**src/rtl/pos_sentence_collector_if.sv**
```systemverilog
// Tagger-side and reader-side signals of the sentence collector, bundled as one interface.
// The master modport is the environment (tagger and reader); the slave modport is the collector.
interface pos_sentence_collector_if #(
  parameter int word_num_bit = 4,
  parameter int POS_num_bit  = 4,
  parameter int depth_bit    = 4
);
  logic                    tag_valid;
  logic [word_num_bit-1:0] key;
  logic [POS_num_bit-1:0]  final_POS;
  logic                    endline;
  logic                    error;
  logic                    rd_valid;
  logic                    rd_ready;
  logic [word_num_bit-1:0] rd_key;
  logic [POS_num_bit-1:0]  rd_pos;
  logic                    rd_last;
  logic [depth_bit:0]      sentence_count;
  logic                    busy;
  logic                    sent_dropped;
  logic                    overflow;

  modport master (
    output tag_valid, key, final_POS, endline, error, rd_ready,
    input  rd_valid, rd_key, rd_pos, rd_last, sentence_count, busy, sent_dropped, overflow
  );

  modport slave (
    input  tag_valid, key, final_POS, endline, error, rd_ready,
    output rd_valid, rd_key, rd_pos, rd_last, sentence_count, busy, sent_dropped, overflow
  );
endinterface

```
**src/rtl/pos_sentence_collector.sv**
```systemverilog
// Collects (key, POS) pairs into sentences and releases only whole, committed sentences
// to the reader; aborted or overflowing sentences are rolled back to the last commit point.
module pos_sentence_collector #(
  parameter int word_num_bit = 4,
  parameter int POS_num_bit  = 4,
  parameter int depth_bit    = 4
) (
  input logic                   clk,
  input logic                   reset,
  pos_sentence_collector_if.slave bus
);

  localparam int DEPTH = 1 << depth_bit;
  localparam int PW    = depth_bit + 1;

  typedef enum logic [1:0] {S_IDLE, S_COLLECT, S_DROP} state_t;

  state_t                  r_state;
  state_t                  w_next_state;
  logic [PW-1:0]           r_wr_ptr;
  logic [PW-1:0]           r_commit_ptr;
  logic [PW-1:0]           r_rd_ptr;
  logic [PW-1:0]           r_sentence_count;
  logic                    r_sent_dropped;
  logic                    r_overflow;

  logic [word_num_bit-1:0] r_mem_key [DEPTH];
  logic [POS_num_bit-1:0]  r_mem_pos [DEPTH];
  logic [DEPTH-1:0]        r_mem_last;

  logic                    w_full;
  logic                    w_wr_en;
  logic                    w_commit;
  logic                    w_abort;
  logic                    w_ovf_set;
  logic                    w_mark_prev;
  logic                    w_rd_valid;
  logic                    w_pop;
  logic                    w_pop_last;
  logic [PW-1:0]           w_occupancy;
  logic [PW-1:0]           w_prev_ptr;
  logic [depth_bit-1:0]    w_wr_idx;
  logic [depth_bit-1:0]    w_prev_idx;
  logic [depth_bit-1:0]    w_rd_idx;

  // The extra pointer MSB tells a full buffer apart from an empty one.
  assign w_occupancy = r_wr_ptr - r_rd_ptr;
  assign w_full      = (w_occupancy == PW'(DEPTH));
  assign w_prev_ptr  = r_wr_ptr - PW'(1);
  assign w_wr_idx    = r_wr_ptr[depth_bit-1:0];
  assign w_prev_idx  = w_prev_ptr[depth_bit-1:0];
  assign w_rd_idx    = r_rd_ptr[depth_bit-1:0];

  assign w_rd_valid  = (r_rd_ptr != r_commit_ptr);
  assign w_pop       = w_rd_valid & bus.rd_ready;
  assign w_pop_last  = w_pop & r_mem_last[w_rd_idx];

  // NOTE: every output of a combinational block gets a default first, so no path leaves one unassigned and infers a latch.
  always_comb begin
    w_next_state = r_state;
    w_wr_en      = 1'b0;
    w_commit     = 1'b0;
    w_abort      = 1'b0;
    w_ovf_set    = 1'b0;
    w_mark_prev  = 1'b0;
    unique case (r_state)
      S_IDLE: begin
        if (bus.tag_valid) begin
          if (bus.error) begin
            w_abort = 1'b1;
          end else if (w_full) begin
            w_ovf_set = 1'b1;
            if (bus.endline) w_abort = 1'b1;
            else             w_next_state = S_DROP;
          end else begin
            w_wr_en = 1'b1;
            if (bus.endline) w_commit = 1'b1;
            else             w_next_state = S_COLLECT;
          end
        end
      end
      S_COLLECT: begin
        if (bus.error) begin
          w_abort = 1'b1;
        end else if (bus.tag_valid && w_full) begin
          w_ovf_set = 1'b1;
          if (bus.endline) w_abort = 1'b1;
          else             w_next_state = S_DROP;
        end else if (bus.endline) begin
          w_commit = 1'b1;
          // An endline without a word closes the sentence on the entry already written.
          if (bus.tag_valid) w_wr_en = 1'b1;
          else               w_mark_prev = 1'b1;
        end else if (bus.tag_valid) begin
          w_wr_en = 1'b1;
        end
      end
      S_DROP: begin
        if (bus.error || bus.endline) w_abort = 1'b1;
      end
      default: w_next_state = S_IDLE;
    endcase
    if (w_abort || w_commit) w_next_state = S_IDLE;
  end

  // NOTE: state registers use non-blocking assignments so every flop samples pre-edge values.
  always_ff @(posedge clk or negedge reset) begin
    if (!reset) begin
      r_state          <= S_IDLE;
      r_wr_ptr         <= '0;
      r_commit_ptr     <= '0;
      r_rd_ptr         <= '0;
      r_sentence_count <= '0;
      r_sent_dropped   <= 1'b0;
      r_overflow       <= 1'b0;
    end else begin
      r_state        <= w_next_state;
      r_sent_dropped <= w_abort;
      if (w_ovf_set) r_overflow <= 1'b1;

      if (w_abort)      r_wr_ptr <= r_commit_ptr;
      else if (w_wr_en) r_wr_ptr <= r_wr_ptr + PW'(1);

      if (w_commit) r_commit_ptr <= w_wr_en ? r_wr_ptr + PW'(1) : r_wr_ptr;

      if (w_pop) r_rd_ptr <= r_rd_ptr + PW'(1);

      if (w_commit && !w_pop_last)      r_sentence_count <= r_sentence_count + PW'(1);
      else if (!w_commit && w_pop_last) r_sentence_count <= r_sentence_count - PW'(1);
    end
  end

  // NOTE: storage carries no reset; entries are only visible between rd_ptr and commit_ptr, which reset empties.
  always_ff @(posedge clk) begin
    if (w_wr_en) begin
      r_mem_key[w_wr_idx]  <= bus.key;
      r_mem_pos[w_wr_idx]  <= bus.final_POS;
      r_mem_last[w_wr_idx] <= bus.endline;
    end else if (w_mark_prev) begin
      r_mem_last[w_prev_idx] <= 1'b1;
    end
  end

  // Read data is forced to zero when nothing is committed so stale storage never leaks out.
  assign bus.rd_valid       = w_rd_valid;
  assign bus.rd_key         = w_rd_valid ? r_mem_key[w_rd_idx] : '0;
  assign bus.rd_pos         = w_rd_valid ? r_mem_pos[w_rd_idx] : '0;
  assign bus.rd_last        = w_rd_valid & r_mem_last[w_rd_idx];
  assign bus.sentence_count = r_sentence_count;
  assign bus.busy           = (r_state != S_IDLE);
  assign bus.sent_dropped   = r_sent_dropped;
  assign bus.overflow       = r_overflow;

endmodule

```
**src/flat_wrapper.sv**
```systemverilog
// flat-port wrapper written by rule: the top's interface ports become plain ports
module pos_sentence_collector_flat 
#(
  parameter int word_num_bit = 4,
  parameter int POS_num_bit  = 4,
  parameter int depth_bit    = 4
)
  (clk, reset, bus_tag_valid, bus_key, bus_final_POS, bus_endline, bus_error, bus_rd_ready, bus_rd_valid, bus_rd_key, bus_rd_pos, bus_rd_last, bus_sentence_count, bus_busy, bus_sent_dropped, bus_overflow);
  pos_sentence_collector_if #(.word_num_bit(word_num_bit), .POS_num_bit(POS_num_bit), .depth_bit(depth_bit)) bus_i ();
  input logic clk;
  input logic reset;
  input wire logic [$bits(bus_i.tag_valid)-1:0] bus_tag_valid;
  input wire logic [$bits(bus_i.key)-1:0] bus_key;
  input wire logic [$bits(bus_i.final_POS)-1:0] bus_final_POS;
  input wire logic [$bits(bus_i.endline)-1:0] bus_endline;
  input wire logic [$bits(bus_i.error)-1:0] bus_error;
  input wire logic [$bits(bus_i.rd_ready)-1:0] bus_rd_ready;
  output wire logic [$bits(bus_i.rd_valid)-1:0] bus_rd_valid;
  output wire logic [$bits(bus_i.rd_key)-1:0] bus_rd_key;
  output wire logic [$bits(bus_i.rd_pos)-1:0] bus_rd_pos;
  output wire logic [$bits(bus_i.rd_last)-1:0] bus_rd_last;
  output wire logic [$bits(bus_i.sentence_count)-1:0] bus_sentence_count;
  output wire logic [$bits(bus_i.busy)-1:0] bus_busy;
  output wire logic [$bits(bus_i.sent_dropped)-1:0] bus_sent_dropped;
  output wire logic [$bits(bus_i.overflow)-1:0] bus_overflow;
  assign bus_i.tag_valid = bus_tag_valid;
  assign bus_i.key = bus_key;
  assign bus_i.final_POS = bus_final_POS;
  assign bus_i.endline = bus_endline;
  assign bus_i.error = bus_error;
  assign bus_i.rd_ready = bus_rd_ready;
  assign bus_rd_valid = bus_i.rd_valid;
  assign bus_rd_key = bus_i.rd_key;
  assign bus_rd_pos = bus_i.rd_pos;
  assign bus_rd_last = bus_i.rd_last;
  assign bus_sentence_count = bus_i.sentence_count;
  assign bus_busy = bus_i.busy;
  assign bus_sent_dropped = bus_i.sent_dropped;
  assign bus_overflow = bus_i.overflow;
  pos_sentence_collector #(.word_num_bit(word_num_bit), .POS_num_bit(POS_num_bit), .depth_bit(depth_bit)) u_core (.clk(clk), .reset(reset), .bus(bus_i));
endmodule
```
**config.mk**
```make
export PLATFORM = sky130hd
export DESIGN_NAME = pos_sentence_collector_flat
export DESIGN_NICKNAME = d
export VERILOG_FILES = /design/src/rtl/pos_sentence_collector_if.sv /design/src/rtl/pos_sentence_collector.sv /design/src/flat_wrapper.sv
export SDC_FILE = /design/constraint.sdc
export NUM_CORES = 1
export LEC_CHECK = 0
export CAP_MARGIN = 20
export CORE_MARGIN = 2
export CORE_UTILIZATION = 41
export CTS_CLUSTER_DIAMETER = 50
export DETAILED_ROUTE_END_ITERATION = 16
export GPL_TIMING_DRIVEN = 0
export PLACE_DENSITY_LB_ADDON = 0.08
export SETUP_SLACK_MARGIN = 0.02
export SLEW_MARGIN = 25
export SYNTH_ARGS = -nofsm -noshare
export SYNTH_HDL_FRONTEND = slang
export SYNTH_SLANG_ARGS = --single-unit
export TNS_END_PERCENT = 50
```
**constraint.sdc**
```tcl
create_clock -name clk -period 4.4 [get_ports clk]
set_input_delay 0.66 -clock clk [delete_from_list [all_inputs] [get_ports clk]]
set_output_delay 0.66 -clock clk [all_outputs]
set_load 0.01 [all_outputs]
```
==> run metrics, run 1 <==
status finished clean; flops & latches, synth 168; ANT nets after route 0; post-place setup slack -56.10 ps; first-pass GRT wire length 26870 microns; multi-input logic area 2550 sq um; DR vias/cell 5.697; CTS Buf Count 17; Clock Sinks 168; Async SR Flop Fraction 14.29%; period utilization 91.65%; DRC 0; sw frac 34.84%; first drt pass iteration count 5; filler instances 1507; combinational power share 39.8%; Fin Hold WS 216.8 ps; CP endpoint kind register; CP Launch Type register; violation count after the first detailed-route iteration 385; Die Y 140.4 microns; hold crit path type input port to asynchronous set/reset pin; die area 19710 sq um; Period minus WS final 4032 ps; CTS tree done; # rows 49; Slowest cell on crit path buf_2; Finished Cell Area 8859 sq um; Setup CP Type register to register; syn avg cell area 16.40 sq um; Post-CTS Setup Bufs 0; Sequential Area 4925 sq um; Syn. warnings 0; I/O pins 32; critical path required time 4710 ps; via count 4301; deepest clock path buffer count 2; # nets final 544; dpl cells 724; power per cell area 680.0 nW/um^2; Post-synth EDFFs 144; synth unique cells 50; Slew Limit Fails 0; share of cells above drive strength 1 22.24%; DP HPWL 11880 microns; RSZ-0062 raised after global routing false; clk_lat worst skew 430 ps; Util after Layout 48.98%; CP arrival 4350 ps; Psw 2.098 mW; sequential area share after synthesis 64.58%; core region area 18090 sq um; Mapped Area 7626 sq um; cells after synthesis 465; Net Count, Synth 496; final-report hold violation count 0; Crit Path Max Fanout 19; post-route setup slack 367.6 ps; routed wire length per instance 23.04 microns; Die W 140.4 microns; setup TNS 0 ps; Pint 3.925 mW; total grt overflow 0; synthesis-to-layout area growth 16.16%; total chip power 6.024 mW; Reg power frac 34.1%; Max Cap Violations 0; Rel. slew slack 36.73%; Port Buffers 30; crit-path cells buf_2, inv_1, ha_1, nand2b_1, or4_4, o21ai_2, nand3_1, o2111a_1, buf_6, ha_1, inv_1, ha_1, a21o_1, a21oi_1, xnor2_1, nor2_1, xor2_1; Setup Skew 16.05 ps; number of global-route vias before repair 4348; Fmax 0.2480 GHz; clk slew on worst S/H paths 70 ps; Pleak 2.981 nW; Max VDD drop 0.3821 mV; Least-Margin Pin Slew 945.6 ps; Primary FF master, synth edfxtp_1; clock share of power 26.1%; WL final 17400 microns; final setup fails 0; Placed Instance Area 8228 sq um; root buf cell clkbuf_16; gpl congestion 0.8620; Non-Filler Instances 755; largest net degree at the start of global routing 25; # H-tree levels 4; Largest stage delay, worst path 540 ps; most common cell type on the critical path ha_1; Total Routing Usage GR 18.61%; Hold Buf Count CTS 0; initial antenna violation count 0; number of diodes 0; Initial Utilization 42.17%
[sequential cells by signal, indices dropped and copies added, names as in the netlist]
| name | flops |
|---|---|
| u_core.bus.overflow | 1 |
| u_core.bus.sent_dropped | 1 |
| u_core.r_mem_key | 64 |
| u_core.r_mem_last | 16 |
| u_core.r_commit_ptr | 5 |
| u_core.r_state | 2 |
| u_core.r_mem_pos | 64 |
| u_core.r_wr_ptr | 5 |
| u_core.r_rd_ptr | 5 |
| u_core.bus.sentence_count | 5 |
[final timing paths]
kind | slack [ps] | startpoint | cells past startpoint | endpoint
setup / recovery | 370 | u_core.r_rd_ptr[1] | 17 | u_core.bus.sentence_count[4]
hold / removal | 220 | reset | 1 | u_core.bus.overflow
min in group clk | 470 | u_core.bus.sentence_count[4] | 1 | u_core.bus.sentence_count[4]
hold reg to reg | 470 | u_core.bus.sentence_count[4] | 1 | u_core.bus.sentence_count[4]
max in group asynchronous | 3810 | reset | 1 | u_core.bus.sentence_count[0]
setup reg to reg | 370 | u_core.r_rd_ptr[1] | 17 | u_core.bus.sentence_count[4]
[layer usage]
metal | vias to the layer above | share of wire (%) | GRT usage (%)
li1 | 1931 | - | -
met5 | - | 0 | 0
met2 | 127 | 51 | 30.91
met3 | 19 | 4.4 | 4.274
met4 | 0 | 1.3 | 4.572
met1 | 2224 | 44 | 25.04
[cells by family after synthesis]
| family | after synthesis | share of synthesized area (%) |
|---|---|---|
| AO/OA/AOI/OAI | 76 | 6.317 |
| buffers and inverters | 38 | 2.280 |
| multiplexers | 57 | 15.31 |
| adder cells (fa/ha/maj) | 17 | 2.888 |
| flip-flops | 168 | 64.58 |
| XOR/XNOR | 22 | 2.527 |
| AND/OR/NAND/NOR | 87 | 6.104 |
[cells in the mapped netlist (all sizes together) (6+ instances only)]
| library cell | count | area [sq um] |
|---|---|---|
| a21oi | 21 | 116.4 |
| buf | 11 | 71.32 |
| clkbuf | 15 | 57.55 |
| dfrtp | 24 | 600.6 |
| edfxtp | 144 | 4324 |
| ha | 16 | 200.2 |
| inv | 12 | 45.04 |
| mux2 | 12 | 153.9 |
| mux4 | 45 | 1013 |
| nand2 | 13 | 48.80 |
| nand4 | 15 | 93.84 |
| nor2 | 22 | 85.09 |
| nor2b | 12 | 75.07 |
| nor3 | 7 | 35.03 |
| o21ai | 35 | 190.2 |
| o31ai | 6 | 58.81 |
| xnor2 | 17 | 148.9 |
[power groups by stage]
stage / Clock [mW] / Combinational [mW] / Sequential [mW]
2_1_floorplan: 0 / 1.61 / 2.06
3_3_place_gp: 0 / 2.40 / 2.08
5_1_grt: 1.66 / 2.60 / 2.08
4_1_cts: 1.60 / 2.43 / 2.06
6_report: 1.57 / 2.40 / 2.05
3_5_place_dp: 0 / 2.42 / 2.09
[repair_timing]
action                                 CTS  global route
cloned                                   0             0
endpoints found under the hold margin    0             0
setup endpoints to repair                1             1
resized for setup                        0             1
[worst max-delay path, delay by kind of cell, from the launching register on]
kind	cells	cell delay, ps
compound gates	4	660
buf+inv	4	1010
flops	1	400
simple gates	4	800
xor+xnor	2	280
fa+ha+maj	3	760
[cells in the final DEF, fill, tap and decap left out, types with 4 or more instances in the layout]
cell             instances
edfxtp_1               144
mux4_2                  45
o21ai_0                 33
clkdlybuf4s50_1         29
dfrtp_1                 24
nor2_1                  20
a21oi_1                 20
xnor2_1                 17
clkbuf_16               17
ha_1                    16
nand4_1                 15
clkbuf_1                14
nand2_1                 13
inv_1                   12
nor2b_1                 12
buf_2                    7
inv_8                    7
mux2_2                   6
xor2_1                   5
o31ai_1                  5
mux2_4                   5
nand3_1                  4
nor3_2                   4
[cell type report]
cell class | count | area share (%)
clock inverter | 15 | 2.316
sequential | 168 | 55.59
clock buffer | 17 | 4.802
buffer | 25 | 1.427
timing repair buffer | 30 | 3.333
tap | 229 | 3.234
inverter | 12 | 0.5085
multi-input combinational | 259 | 28.79
No activity file was read; power rests on OpenSTA's default activity.
==> inputs of run 2 (changes only) <==
SKIP_LAST_GASP = 1   (was default)
==> results of run 2 <==
The final DEF is identical to that of run 1; final timing and power are the same.
